===== config.mk =====
export PLATFORM = sky130hd
export DESIGN_NAME = draw_rect_multi
export DESIGN_NICKNAME = d
export VERILOG_FILES = /design/src/rtl/vga_pkg.sv /design/src/rtl/rect_pos_ctl.sv /design/src/rtl/draw_rect_multi.sv
export SDC_FILE = /design/constraint.sdc
export NUM_CORES = 1
export LEC_CHECK = 0
export CAP_MARGIN = 10
export CORE_MARGIN = 5
export CORE_UTILIZATION = 45
export CTS_BUF_LIST = sky130_fd_sc_hd__clkbuf_4
export DETAILED_ROUTE_END_ITERATION = 6
export GPL_ROUTABILITY_DRIVEN = 0
export SYNTH_ARGS = -nofsm -noshare
export SYNTH_HDL_FRONTEND = slang
export SYNTH_HIERARCHICAL = 1
export SYNTH_SLANG_ARGS = --single-unit

===== constraint.sdc =====
create_clock -name clk -period 3.4 [get_ports clk]
set_input_delay 0.68 -clock clk [delete_from_list [all_inputs] [get_ports clk]]
set_output_delay 0.68 -clock clk [all_outputs]
set_load 0.05 [all_outputs]

===== src/rtl/vga_pkg.sv =====
// Shared VGA constants, rectangle palette and the pixel/timing bundle
// carried through the draw pipeline.
package vga_pkg;

  localparam int unsigned H_ACTIVE = 800;
  localparam int unsigned V_ACTIVE = 600;

  localparam logic [11:0] RECT_COLOR [8] = '{
    12'hF00, 12'h0F0, 12'h00F, 12'hFF0, 12'h0FF, 12'hF0F, 12'hF80, 12'h888
  };

  typedef struct packed {
    logic [10:0] hcount;
    logic [10:0] vcount;
    logic        hsync;
    logic        vsync;
    logic        hblnk;
    logic        vblnk;
    logic [11:0] rgb;
  } vga_pix_t;

endpackage


===== src/rtl/rect_pos_ctl.sv =====
// Position register for one rectangle: moves by STEP on a frame tick while
// enabled, then clamps or wraps against the visible area.
module rect_pos_ctl
  import vga_pkg::*;
#(
  parameter int unsigned RESET_X   = 0,
  parameter int unsigned RESET_Y   = 0,
  parameter int unsigned RECT_W    = 48,
  parameter int unsigned RECT_H    = 64,
  parameter int unsigned STEP      = 4,
  parameter int unsigned EDGE_MODE = 0
) (
  input  logic        clk,
  input  logic        rst,
  input  logic        tick_i,
  input  logic        enable_i,
  input  logic        up_i,
  input  logic        down_i,
  input  logic        left_i,
  input  logic        right_i,
  output logic [10:0] x_o,
  output logic [10:0] y_o
);

  localparam logic signed [11:0] XMAX   = 12'(H_ACTIVE - RECT_W);
  localparam logic signed [11:0] YMAX   = 12'(V_ACTIVE - RECT_H);
  localparam logic signed [11:0] STEP_S = 12'(STEP);

  logic [10:0]        x_q, x_d, y_q, y_d;
  logic signed [11:0] dx, dy, nx, ny;

  function automatic logic [10:0] limit(input logic signed [11:0] v,
                                        input logic signed [11:0] vmax);
    if (v < 12'sd0) begin
      return (EDGE_MODE == 1) ? vmax[10:0] : 11'd0;
    end else if (v > vmax) begin
      return (EDGE_MODE == 1) ? 11'd0 : vmax[10:0];
    end
    return v[10:0];
  endfunction

  always_comb begin
    dx = '0;
    dy = '0;
    if (right_i && !left_i) dx = STEP_S;
    else if (left_i && !right_i) dx = -STEP_S;
    if (down_i && !up_i) dy = STEP_S;
    else if (up_i && !down_i) dy = -STEP_S;
    nx  = $signed({1'b0, x_q}) + dx;
    ny  = $signed({1'b0, y_q}) + dy;
    x_d = x_q;
    y_d = y_q;
    if (tick_i && enable_i) begin
      x_d = limit(nx, XMAX);
      y_d = limit(ny, YMAX);
    end
  end

  always_ff @(posedge clk or posedge rst) begin
    if (rst) begin
      x_q <= 11'(RESET_X);
      y_q <= 11'(RESET_Y);
    end else begin
      x_q <= x_d;
      y_q <= y_d;
    end
  end

  assign x_o = x_q;
  assign y_o = y_q;

endmodule


===== src/rtl/draw_rect_multi.sv =====
// Composites N_RECT button-movable rectangles over the background stream with
// a fixed 2-clock pixel latency; the selected rectangle gets a white outline.
module draw_rect_multi
  import vga_pkg::*;
#(
  parameter int unsigned N_RECT      = 4,
  parameter int unsigned RECT_W      = 48,
  parameter int unsigned RECT_H      = 64,
  parameter int unsigned STEP        = 4,
  parameter int unsigned EDGE_MODE   = 0,
  parameter int unsigned SYNC_STAGES = 2
) (
  input  logic                                        clk,
  input  logic                                        rst,
  input  logic [((N_RECT > 1) ? $clog2(N_RECT) : 1)-1:0] sel,
  input  logic                                        move_up,
  input  logic                                        move_down,
  input  logic                                        move_left,
  input  logic                                        move_right,
  input  logic [10:0]                                 hcount_in,
  input  logic [10:0]                                 vcount_in,
  input  logic                                        hsync_in,
  input  logic                                        vsync_in,
  input  logic                                        hblnk_in,
  input  logic                                        vblnk_in,
  input  logic [11:0]                                 rgb_in,
  output logic [10:0]                                 hcount_out,
  output logic [10:0]                                 vcount_out,
  output logic                                        hsync_out,
  output logic                                        vsync_out,
  output logic                                        hblnk_out,
  output logic                                        vblnk_out,
  output logic [11:0]                                 rgb_out,
  output logic [10:0]                                 sel_x,
  output logic [10:0]                                 sel_y
);

  localparam int unsigned SelW = (N_RECT > 1) ? $clog2(N_RECT) : 1;
  localparam int unsigned SyncW = SelW + 4;

  if (N_RECT < 1 || N_RECT > 8 || SYNC_STAGES < 2 ||
      N_RECT * (RECT_W + 8) > H_ACTIVE) begin : gen_param_check
    $error("draw_rect_multi: illegal parameter combination");
  end

  logic [SyncW-1:0] sync_q [SYNC_STAGES];
  logic [SyncW-1:0] sync_d [SYNC_STAGES];
  logic [SelW-1:0]  sel_s;
  logic             up_s, down_s, left_s, right_s;
  logic             vblnk_prev_q, vblnk_prev_d, tick;

  logic [10:0]       rx [N_RECT];
  logic [10:0]       ry [N_RECT];

  vga_pix_t          pix_d1, pix_q1, pix_d2, pix_q2;
  logic [N_RECT-1:0] hit_d1, hit_q1;
  logic              ring_d1, ring_q1;
  logic [SelW-1:0]   sel_q1;
  logic [11:0]       h12, v12;
  logic              any_hit;
  logic [SelW-1:0]   win_idx;
  logic [11:0]       win_col;

  always_comb begin
    sync_d[0] = {sel, move_up, move_down, move_left, move_right};
    for (int k = 1; k < SYNC_STAGES; k++) sync_d[k] = sync_q[k-1];
    {sel_s, up_s, down_s, left_s, right_s} = sync_q[SYNC_STAGES-1];
    vblnk_prev_d = vblnk_in;
    tick         = vblnk_in && !vblnk_prev_q;
  end

  for (genvar i = 0; i < N_RECT; i++) begin : gen_rect
    rect_pos_ctl #(
      .RESET_X  (i * (RECT_W + 8)),
      .RESET_Y  (0),
      .RECT_W   (RECT_W),
      .RECT_H   (RECT_H),
      .STEP     (STEP),
      .EDGE_MODE(EDGE_MODE)
    ) u_pos (
      .clk     (clk),
      .rst     (rst),
      .tick_i  (tick),
      .enable_i(sel_s == SelW'(i)),
      .up_i    (up_s),
      .down_i  (down_s),
      .left_i  (left_s),
      .right_i (right_s),
      .x_o     (rx[i]),
      .y_o     (ry[i])
    );
  end

  // Stage 1: hit test against every rectangle, outline test for the selected one.
  always_comb begin
    pix_d1  = '{hcount: hcount_in, vcount: vcount_in, hsync: hsync_in, vsync: vsync_in,
                hblnk: hblnk_in, vblnk: vblnk_in, rgb: rgb_in};
    h12     = {1'b0, hcount_in};
    v12     = {1'b0, vcount_in};
    hit_d1  = '0;
    ring_d1 = 1'b0;
    sel_x   = '0;
    sel_y   = '0;
    for (int i = 0; i < N_RECT; i++) begin
      hit_d1[i] = (h12 >= {1'b0, rx[i]}) && (h12 < {1'b0, rx[i]} + 12'(RECT_W)) &&
                  (v12 >= {1'b0, ry[i]}) && (v12 < {1'b0, ry[i]} + 12'(RECT_H));
      // Only indices below N_RECT can match, so an out-of-range sel reads 0.
      if (sel_s == SelW'(i)) begin
        sel_x   = rx[i];
        sel_y   = ry[i];
        ring_d1 = hit_d1[i] &&
                  ((h12 == {1'b0, rx[i]}) || (h12 == {1'b0, rx[i]} + 12'(RECT_W - 1)) ||
                   (v12 == {1'b0, ry[i]}) || (v12 == {1'b0, ry[i]} + 12'(RECT_H - 1)));
      end
    end
  end

  // Stage 2: lowest-index hit wins.
  always_comb begin
    any_hit = 1'b0;
    win_idx = '0;
    win_col = '0;
    for (int i = N_RECT - 1; i >= 0; i--) begin
      if (hit_q1[i]) begin
        any_hit = 1'b1;
        win_idx = SelW'(i);
        win_col = RECT_COLOR[3'(i % 8)];
      end
    end
    pix_d2 = pix_q1;
    if (!(pix_q1.hblnk || pix_q1.vblnk) && any_hit) begin
      pix_d2.rgb = (ring_q1 && (win_idx == sel_q1)) ? 12'hFFF : win_col;
    end
  end

  always_ff @(posedge clk or posedge rst) begin
    if (rst) begin
      for (int k = 0; k < SYNC_STAGES; k++) sync_q[k] <= '0;
      vblnk_prev_q <= 1'b0;
      pix_q1       <= '0;
      hit_q1       <= '0;
      ring_q1      <= 1'b0;
      sel_q1       <= '0;
      pix_q2       <= '0;
    end else begin
      sync_q       <= sync_d;
      vblnk_prev_q <= vblnk_prev_d;
      pix_q1       <= pix_d1;
      hit_q1       <= hit_d1;
      ring_q1      <= ring_d1;
      sel_q1       <= sel_s;
      pix_q2       <= pix_d2;
    end
  end

  assign hcount_out = pix_q2.hcount;
  assign vcount_out = pix_q2.vcount;
  assign hsync_out  = pix_q2.hsync;
  assign vsync_out  = pix_q2.vsync;
  assign hblnk_out  = pix_q2.hblnk;
  assign vblnk_out  = pix_q2.vblnk;
  assign rgb_out    = pix_q2.rgb;

endmodule


== Word level (Yosys, flattened, before mapping) ==
Index checks and enable logic that the tools add are counted.
Storage, ports and cells
  output and inout bits: 60
  input bits: 46
  register bits after elaboration: 183
  word-level logic and storage cells: 228
Cells by class
  multiplexer cells: 78
  reductions and logical operators: 47
  add/subtract/negate cells: 24
  equality and inequality tests: 20
  magnitude comparators: 32
Operators with widths (count)
  11-bit 2-to-1 mux: 32
  11-bit by 6-bit adder with 12-bit output (second input constant): 12
  12-bit 2-to-1 mux: 10
  12-bit adder: 8
  11-bit by 12-bit == test with 1-bit output: 8
  12-bit by 11-bit > comparator with 1-bit output (second input constant): 8
  11-bit by 12-bit less-than comparator with 1-bit output: 8
  12-bit by 1-bit less-than comparator with 1-bit output (second input constant): 8
  11-bit == test: 8
  11-bit greater-or-equal comparator: 8
  11-bit by 7-bit adder with 12-bit output (second input constant): 4
  1-bit 2-to-1 mux: 32
  1-bit logical AND: 27
  1-bit logical OR: 13
  2-bit 2-to-1 mux: 4
  1-bit zero test: 6
  2-bit == test (second input constant): 2
  2-bit by 1-bit == test with 1-bit output (second input constant): 1
  2-bit == test: 1
  2-bit zero test: 1

== Depth between registers and ports, before layout ==
  depth in word-level cells: 10
  gate-level depth with buffers: 16
  mapped depth without buffers: 14

== Hierarchy ==
The synthesis kept the hierarchy.
By module, submodules not included
  draw_rect_multi: cells an instance 1103, sequential area each 2377.3 um^2, instances 1, area each 9784.4 um^2
  rect_pos_ctl at gen_rect[1].u_pos ...: cells an instance 255, sequential area each 454.2 um^2, instances 3, area each 2084.5 um^2
  rect_pos_ctl at gen_rect[0].u_pos: cells an instance 255, sequential area each 450.4 um^2, instances 1, area each 2080.7 um^2

== Least setup slack after synthesis ==
No wires, ideal clock.
  path type: register -> register
  start point: register sync_q[3] (netlist name)
  end point: register gen_rect[2].u_pos.y_q[4]
  clock period less this slack: 3155 ps
  path buffers: 2
  data required time: 3228 ps
  arrival time: 2983 ps
  slack: 245 ps
  library setup time: 172 ps
  cell stages (with the launch flop): 15
  cell sequence: dfrtp_1 > ha_1 > buf_2 > buf_2 > xor2_1 > ha_1 > or3_1 > a21oi_2 > o21ai_0 > a2111oi_0 > o21bai_1 > a41o_1 > o21ai_2 > a21oi_1 > a311oi_1
On the way
  cells in the longest elaborated chain, start to end: 9
  elaborated cells on any way between the ends: 13
  classes of those cells: add/sub (1); order compare (2); mux (7); reduce/logical (3)
Ends and longest elaborated chain
  from (decl): line draw_rect_multi.sv:46  | logic [SyncW-1:0] sync_q [SYNC_STAGES];
  from (signal assigned): line draw_rect_multi.sv:146  | sync_q <= sync_d;
  1-bit logical AND / 1-bit zero test (equally long branches): line rect_pos_ctl.sv:48, rect_pos_ctl.sv:47
  12-bit 2-to-1 mux / 1-bit logical AND (equally long branches): line rect_pos_ctl.sv:48, rect_pos_ctl.sv:47
  12-bit 2-to-1 mux (*): line rect_pos_ctl.sv:47  | if (down_i && !up_i) dy = STEP_S;
  12-bit adder (*): line rect_pos_ctl.sv:50  | ny = $signed({1'b0, y_q}) + dy;
  12-bit by 11-bit > comparator with 1-bit output: line rect_pos_ctl.sv:36  | end else if (v > vmax) begin
  1-bit 2-to-1 mux: line rect_pos_ctl.sv:36
  1-bit 2-to-1 mux: line rect_pos_ctl.sv:34  | if (v < 12'sd0) begin
  1-bit 2-to-1 mux: line rect_pos_ctl.sv:53  | if (tick_i && enable_i) begin
  11-bit 2-to-1 mux (*): line rect_pos_ctl.sv:39  | return v[10:0];
  to (signal assigned): line rect_pos_ctl.sv:62  | y_q <= 11'(RESET_Y);
  to (signal assigned): line rect_pos_ctl.sv:65  | y_q <= y_d;
  to (decl): line rect_pos_ctl.sv:29  | logic [10:0] x_q, x_d, y_q, y_d;
Mark *: on every way between the ends. The rest lies on a longest branch, timed or not. The select of a mux whose other input is x is not followed.
A chain may end at the register's enable or synchronous reset.

== Final worst setup path ==
  start point: register sync_q[3] (netlist name)
  end point: register gen_rect[1].u_pos.y_q[4]
On the way
  cells in the longest elaborated chain, start to end: 9
  elaborated cells on any way between the ends: 13
  classes of those cells: add/sub (1); order compare (2); mux (7); reduce/logical (3)
Ends and longest elaborated chain (line)
  1-bit logical AND / 1-bit zero test (equally long branches): rect_pos_ctl.sv:48, rect_pos_ctl.sv:47
  12-bit 2-to-1 mux / 1-bit logical AND (equally long branches): rect_pos_ctl.sv:48, rect_pos_ctl.sv:47
  12-bit 2-to-1 mux (*): rect_pos_ctl.sv:47
  12-bit adder (*): rect_pos_ctl.sv:50
  12-bit by 11-bit > comparator with 1-bit output: rect_pos_ctl.sv:36
  1-bit 2-to-1 mux: rect_pos_ctl.sv:36
  1-bit 2-to-1 mux: rect_pos_ctl.sv:34
  1-bit 2-to-1 mux: rect_pos_ctl.sv:53
  11-bit 2-to-1 mux (*): rect_pos_ctl.sv:39
  to (signal assigned): rect_pos_ctl.sv:62
  to (signal assigned): rect_pos_ctl.sv:65
  to (decl): rect_pos_ctl.sv:29
Marked as above.

==> run metrics <==
reg2reg start sync_q[3]; largest net degree at the start of global routing 47; Async S/R FF share, synth 100%; IO buf count approximately 100; status finished, final reports clean; final setup vio count 0; width of the die 211 microns; Placed Cells 2,746; CP Depth 13; first-pass GRT wire length 86,600 microns; flops & latches, synth 167; most frequent cells in the layout 195 x ha_1, 155 x dfrtp_1, 153 x xnor2_1; ys flop type dfrtp_1; cts hold-fix bufs 0; Pwr Density 643 nW/um^2; clock root cell clkbuf_4; f_max 306 MHz; CTS H-tree lvls 4; Setup crit end kind flop; Final min period 3.26 ns; most area-hungry cell type in the Yosys netlist dfrtp_1; DRC Markers 0; synth unique cells 84; share of cells above drive strength 1 approximately 13%; CP Launch Point sync_q[3]; CP required roughly 4 ns; Final #Nets 2,485; Synth top area share around 22%; r2r setup slk 0.14 ns; setup slack at placement -0.0558 ns; DR WL/cell roughly 20 microns; Max Transition Viols Final 0; kind of launch point of the worst setup path flop; Seq/Total Area, Yosys 23.1%; clk slew on worst S/H paths around 0.16 ns; Max-slew headroom a little under half; crit-path max cell delay about 0.54 ns; Vias/cell 5.93; worst vdd ir between 0.0002 and 0.00025 V; Fin. Hold Viols 0; yosys warns 6; DP HPWL 41,400 microns; GRT Util Overall roughly 24%; Worst Max-Slew Pin Slew 0.788 ns; mapped cell area 18,100 sq um; r2r endpoint gen_rect[1].u_pos/y_o[4]; delay-heaviest family, CP compound AO/OA/AOI/OAI gates; Core ar. around 40,000 sq um; final worst slack 0.137 ns; Post-Layout Cell Count 2,783; crit share post-route 96.0%; leading post-synthesis cells by cell area dfrtp_1 22%, ha_1 14%, xnor2_1 7.4%, o21ai_0 3.7%, inv_1 3.1%; Worst Path Buf+Inv 1; Post-synth EDFFs 0; clock sinks 167; clk buf depth 2; worst skew pair latency 0.69 ns; post-layout util 51.1%; path type of the worst setup path flop to flop; Avg Cell Area, Syn 8.53 sq um; max-cap violations 0; r2r worst-path depth 13; Area growth syn-to-layout 12.3%; io pins 106; crit-path most repeated cell ha_1; die area between 40,000 and 50,000 sq um; register area between 4000 and 5000 sq um; worst hold-check path type flop to flop; # rows 73; CP Data Arrival Time 3.83 ns; Synth Instances 2,123; CTS Buf Count 17; clock skew about 0.03 ns; worst-path fanout max 7; most common cell after layout, fill and taps aside ha_1; P_leak about 8.6 nW; final WL 54,700 microns; post-route ant nets 0; hold_ws ~0.36 ns; CP cell instances ha_1 -> inv_1 -> ha_1 -> ha_1 -> or3_1 -> a21oi_4 -> o21ai_0 -> a2111oi_1 -> o21bai_1 -> a41o_1 -> o21ai_2 -> a21oi_1 -> a311oi_1; antenna violations before repair 2; vias in the first global route 15,900; final instance area 20,300 sq um; starting utilization of the core area 45.5%; setup TNS 0 ns; # fillers 3,857; Die Y 211 microns; total chip power 13.1 mW; grt ovf 0; 1st-pass router iterations 5; initial detailed-routing violation count between 1,500 and 2,000; CTS tree yes; area of placed instances 19,800 sq um; DR vias 16,500; critical path endpoint gen_rect[1].u_pos/y_o[4]; Multi-input gate area 12,500 sq um; slowest CP cell dfrtp_2
## repair_timing
| item | CTS | global route |
|---|---|---|
| gates resized for setup | 2 | 39 |
| pin swaps | 0 | 12 |
| buffers inserted | 0 | 3 |
| endpoints found under the setup margin | 1 | 50 |
## metal layers
layer  up-vias  track usage, %  part of all wire [%]
met4         0            8.47                   3.1
met2       533            39.5                    47
met1      7962            33.4                    45
li1       7905               -                     -
met3        90            2.99                   5.5
met5         -               0                     0
## report_power, final
group,leakage (nW),internal [mW],switching [mW]
registers,2.01,2.40,0.934
logic,6.45,3.52,4.82
clock network,0.181,0.552,0.854
## worst min path at each step
stage | startpoint | end | cells past startpoint
after floorplan | sync_d[2] | down_s | 0
after global placement | pix_d2[18] | vcount_out[2] | 0
after detailed placement | pix_d2[36] | hcount_out[9] | 0
after CTS | vsync_in | pix_d2[14] | 1
after global routing | pix_d2[17] | vcount_out[1] | 0
final | pix_d2[36] | hcount_out[9] | 0
## cell type report
class                      instances  share of cell area [%]
multi-input combinational       1679                    61.7
sequential                       167                    20.6
timing repair buffer             229                    10.1
tap                              525                    3.23
inverter                         149                    2.76
clock inverter                    14                   0.972
clock buffer                      18                   0.664
antenna                            2                  0.0246
## synthesized netlist by cell type, drive strengths merged (56+ instances only)
| cell type | count |
|---|---|
| nor3 | 60 |
| xnor2 | 154 |
| xor2 | 62 |
| ha | 196 |
| inv | 149 |
| clkbuf | 79 |
| nand3 | 56 |
| nor2 | 139 |
| nand2 | 131 |
| buf | 57 |
| a21oi | 99 |
| dfrtp | 158 |
| o21ai | 152 |
## state kept, by name, indices dropped and copies added, names as in the netlist
signal	flops
hblnk_out	1
down_s	1
sync_d	6
vcount_out	11
ring_q1	1
hcount_out	11
pix_q1	12
right_s	1
sel_s	2
sel_q1	2
left_s	1
rgb_out	12
hit_q1	4
vsync_out	1
gen_rect.u_pos/y_o	36
vblnk_out	1
pix_d2	26
gen_rect.u_pos/x_o	36
hsync_out	1
sync_q	1
## logic make-up (layout without fill, tap and decap cells)
group	count (synthesis)	after routing	share of synthesized area (%)
xor gates and xnor gates	216	216	10.5
DFF	167	167	23.1
buffers and inverters	289	410	8.77
AOI/OAI and AO/OA	584	584	22.6
adders and majority gates	196	196	13.5
muxes	35	35	3.45
and+or+nand+nor	632	632	18.0
other	4	18	0.0828
Power figures use the tool's default switching activity.
==> variant: new RTL, same settings <==
`SYNC_STAGES`: 2 -> 4.
--- a/src/rtl/draw_rect_multi.sv
+++ b/src/rtl/draw_rect_multi.sv
@@ -9,5 +9,5 @@
   parameter int unsigned STEP        = 4,
   parameter int unsigned EDGE_MODE   = 0,
-  parameter int unsigned SYNC_STAGES = 2
+  parameter int unsigned SYNC_STAGES = 4
 ) (
   input  logic                                        clk,
Formal check against the unedited RTL: not equivalent (Yosys sat finds a counterexample within 4 cycles, from zero or initial values and one cycle with rst high).
==> variant against the unedited design <==
- worst setup slack better by 0.056 ns
- synthesized cell count fell by 0.75%
- sequential cell count grew 12
- routed wire length down 1.8%
- utilization grew 0.52 points
- critical endpoint is now gen_rect[0].u_pos/y_o[4]
- count of clock-buffer cells in the layout unchanged
- clock skew increased by 0.0033 ns
- area after synthesis up 0.79%
- fmax up 1.7%
- final cell count is 0.22% lower
- worst hold slack worse by 0.027 ns
- design area up 1.2%
- total power decreased by 0.92%
- combinational power shrank 3.6%
==> variant: results (changes against the unedited design) <==
largest net degree at the start of global routing=36 (-23%); violation count after the first detailed-route iteration=1286 (-21%); met2 wirelength from detailed routing=26.2 mm (+2.7%); global routing usage on met2=40.6% (+1.0 points); dpl hpwl=41.3 mm (-0.26%); Avg WL per Cell=19.4 µm (-1.6%); initial antenna violation count=1 (-1); met1 Use GR=31.5% (-1.9 points); final net count=2480 (-0.20%); Avg Inst Size Synth=8.67 µm² (+1.6%); end point of the most critical hold path=vcount_out[5]; Cell variety after synth=86 (+2.4%); largest voltage drop on the vdd net=0.230 mV (-1.4%); Post-Place Cells=2744 (-0.073%); total iterations of the first detailed-routing run=6 (+1); start point of the worst min-delay path=pix_d2[21]; post-synthesis to final-layout area growth=12.8%; register clock-pin slew on the reported worst setup and hold paths=0.18 ns (+0.02 ns); sequential-to-total area share from yosys stat=24.6% (+1.5 points); most numerous cell types in the synthesized netlist=sky130_fd_sc_hd__ha_1, sky130_fd_sc_hd__dfrtp_1, sky130_fd_sc_hd__inv_1, sky130_fd_sc_hd__xnor2_1, sky130_fd_sc_hd__nor2_1; RR Endpoint=gen_rect[0].u_pos/y_o[4]; leading post-synthesis cells by cell area=sky130_fd_sc_hd__dfrtp_1, sky130_fd_sc_hd__ha_1, sky130_fd_sc_hd__xnor2_1; leakage power total=0.00886 µW (+2.5%); non-filler cells, final=2777 (-0.22%); via count of the first global-routing pass=16000 (+0.89%); Post-Route M1 WL=23.1 mm (-5.6%); status=complete, no violations; worst-case hold slack=0.334 ns (-0.0267 ns); worst-path cell with the longest stage delay=sky130_fd_sc_hd__dfrtp_1; met3 usage=2.73% (-0.26 points); actual slew at the worst max-slew pin=0.760 ns (-0.0289 ns); first-pass GRT wire length=86.1 mm (-0.60%); Overall Global Routing Usage=23.8% (-0.39 points); setup slack of the worst register-to-register path=0.19 ns (+0.06 ns); worst setup slack before clock tree synthesis=-0.149 ns (-0.0934 ns); cell area reported after detailed placement=20100 µm² (+1.4%); layout cell share with drive strength beyond 1=12.9% (+0.029 points); Final Cycle Share=94.3% (-1.6 points); routed length on met3=2.75 mm (-8.0%); logic depth of the worst register-to-register path=14 (+1)
-- variant: changes by cell type after synthesis, sizes merged, moves of 6 or more --
cell | unedited run | this run
nor4 | 10 | 16
xor2 | 62 | 71
clkbuf | 79 | 65
nand4 | 41 | 33
xnor2 | 154 | 146
o21ai | 152 | 130
nor3 | 60 | 52
dfrtp | 158 | 170
buf | 57 | 67
inv | 149 | 156
-- variant: kinds of logic (layout without fill, tap and decap cells) --
kind of cell	Yosys count	after routing	share of synthesized area, %
buffers and inverters	292	424	8.63
adder cells (fa/ha/maj)	196	196	13.4
AO/OA/AOI/OAI	575	575	22.2
multiplexers	36	36	3.52
flip-flops	179	179	24.6
AND/OR/NAND/NOR	608	608	17.1
other	4	17	0.0822
XOR/XNOR	217	217	10.4
-- variant: final cells by class --
type,instances,area share (%)
Clock inverter,14,1.03
Sequential cell,179,21.8
Tap cell,525,3.19
Multi-Input combinational cell,1648,60.2
Inverter,156,2.86
Antenna cell,1,0.0121
Clock buffer,18,0.656
Timing Repair Buffer,236,10.3
-- variant: power by group --
part | internal [µW] | leakage (µW) | switching [µW]
combinational | 3470 | 0.00652 | 4570
sequential | 2540 | 0.00215 | 958
clock | 500 | 0.000183 | 918
-- variant: worst max-delay path by stage --
stage                  from                        to  cells after the start
3_3_place_gp   hcount_in[1]                   ring_q1                     11
3_5_place_dp   hcount_in[1]                   ring_q1                     11
5_1_grt           sync_q[3]  gen_rect[0].u_pos/y_o[4]                     14
6_report          sync_q[3]  gen_rect[0].u_pos/y_o[4]                     14
2_1_floorplan     sync_q[3]  gen_rect[0].u_pos/y_o[4]                     14
4_1_cts            sel_s[1]                  sel_x[2]                      3
-- variant: timing repair --
action	CTS	global route
setup buffers	0	0
resized for setup	0	40
setup endpoints to repair	0	54
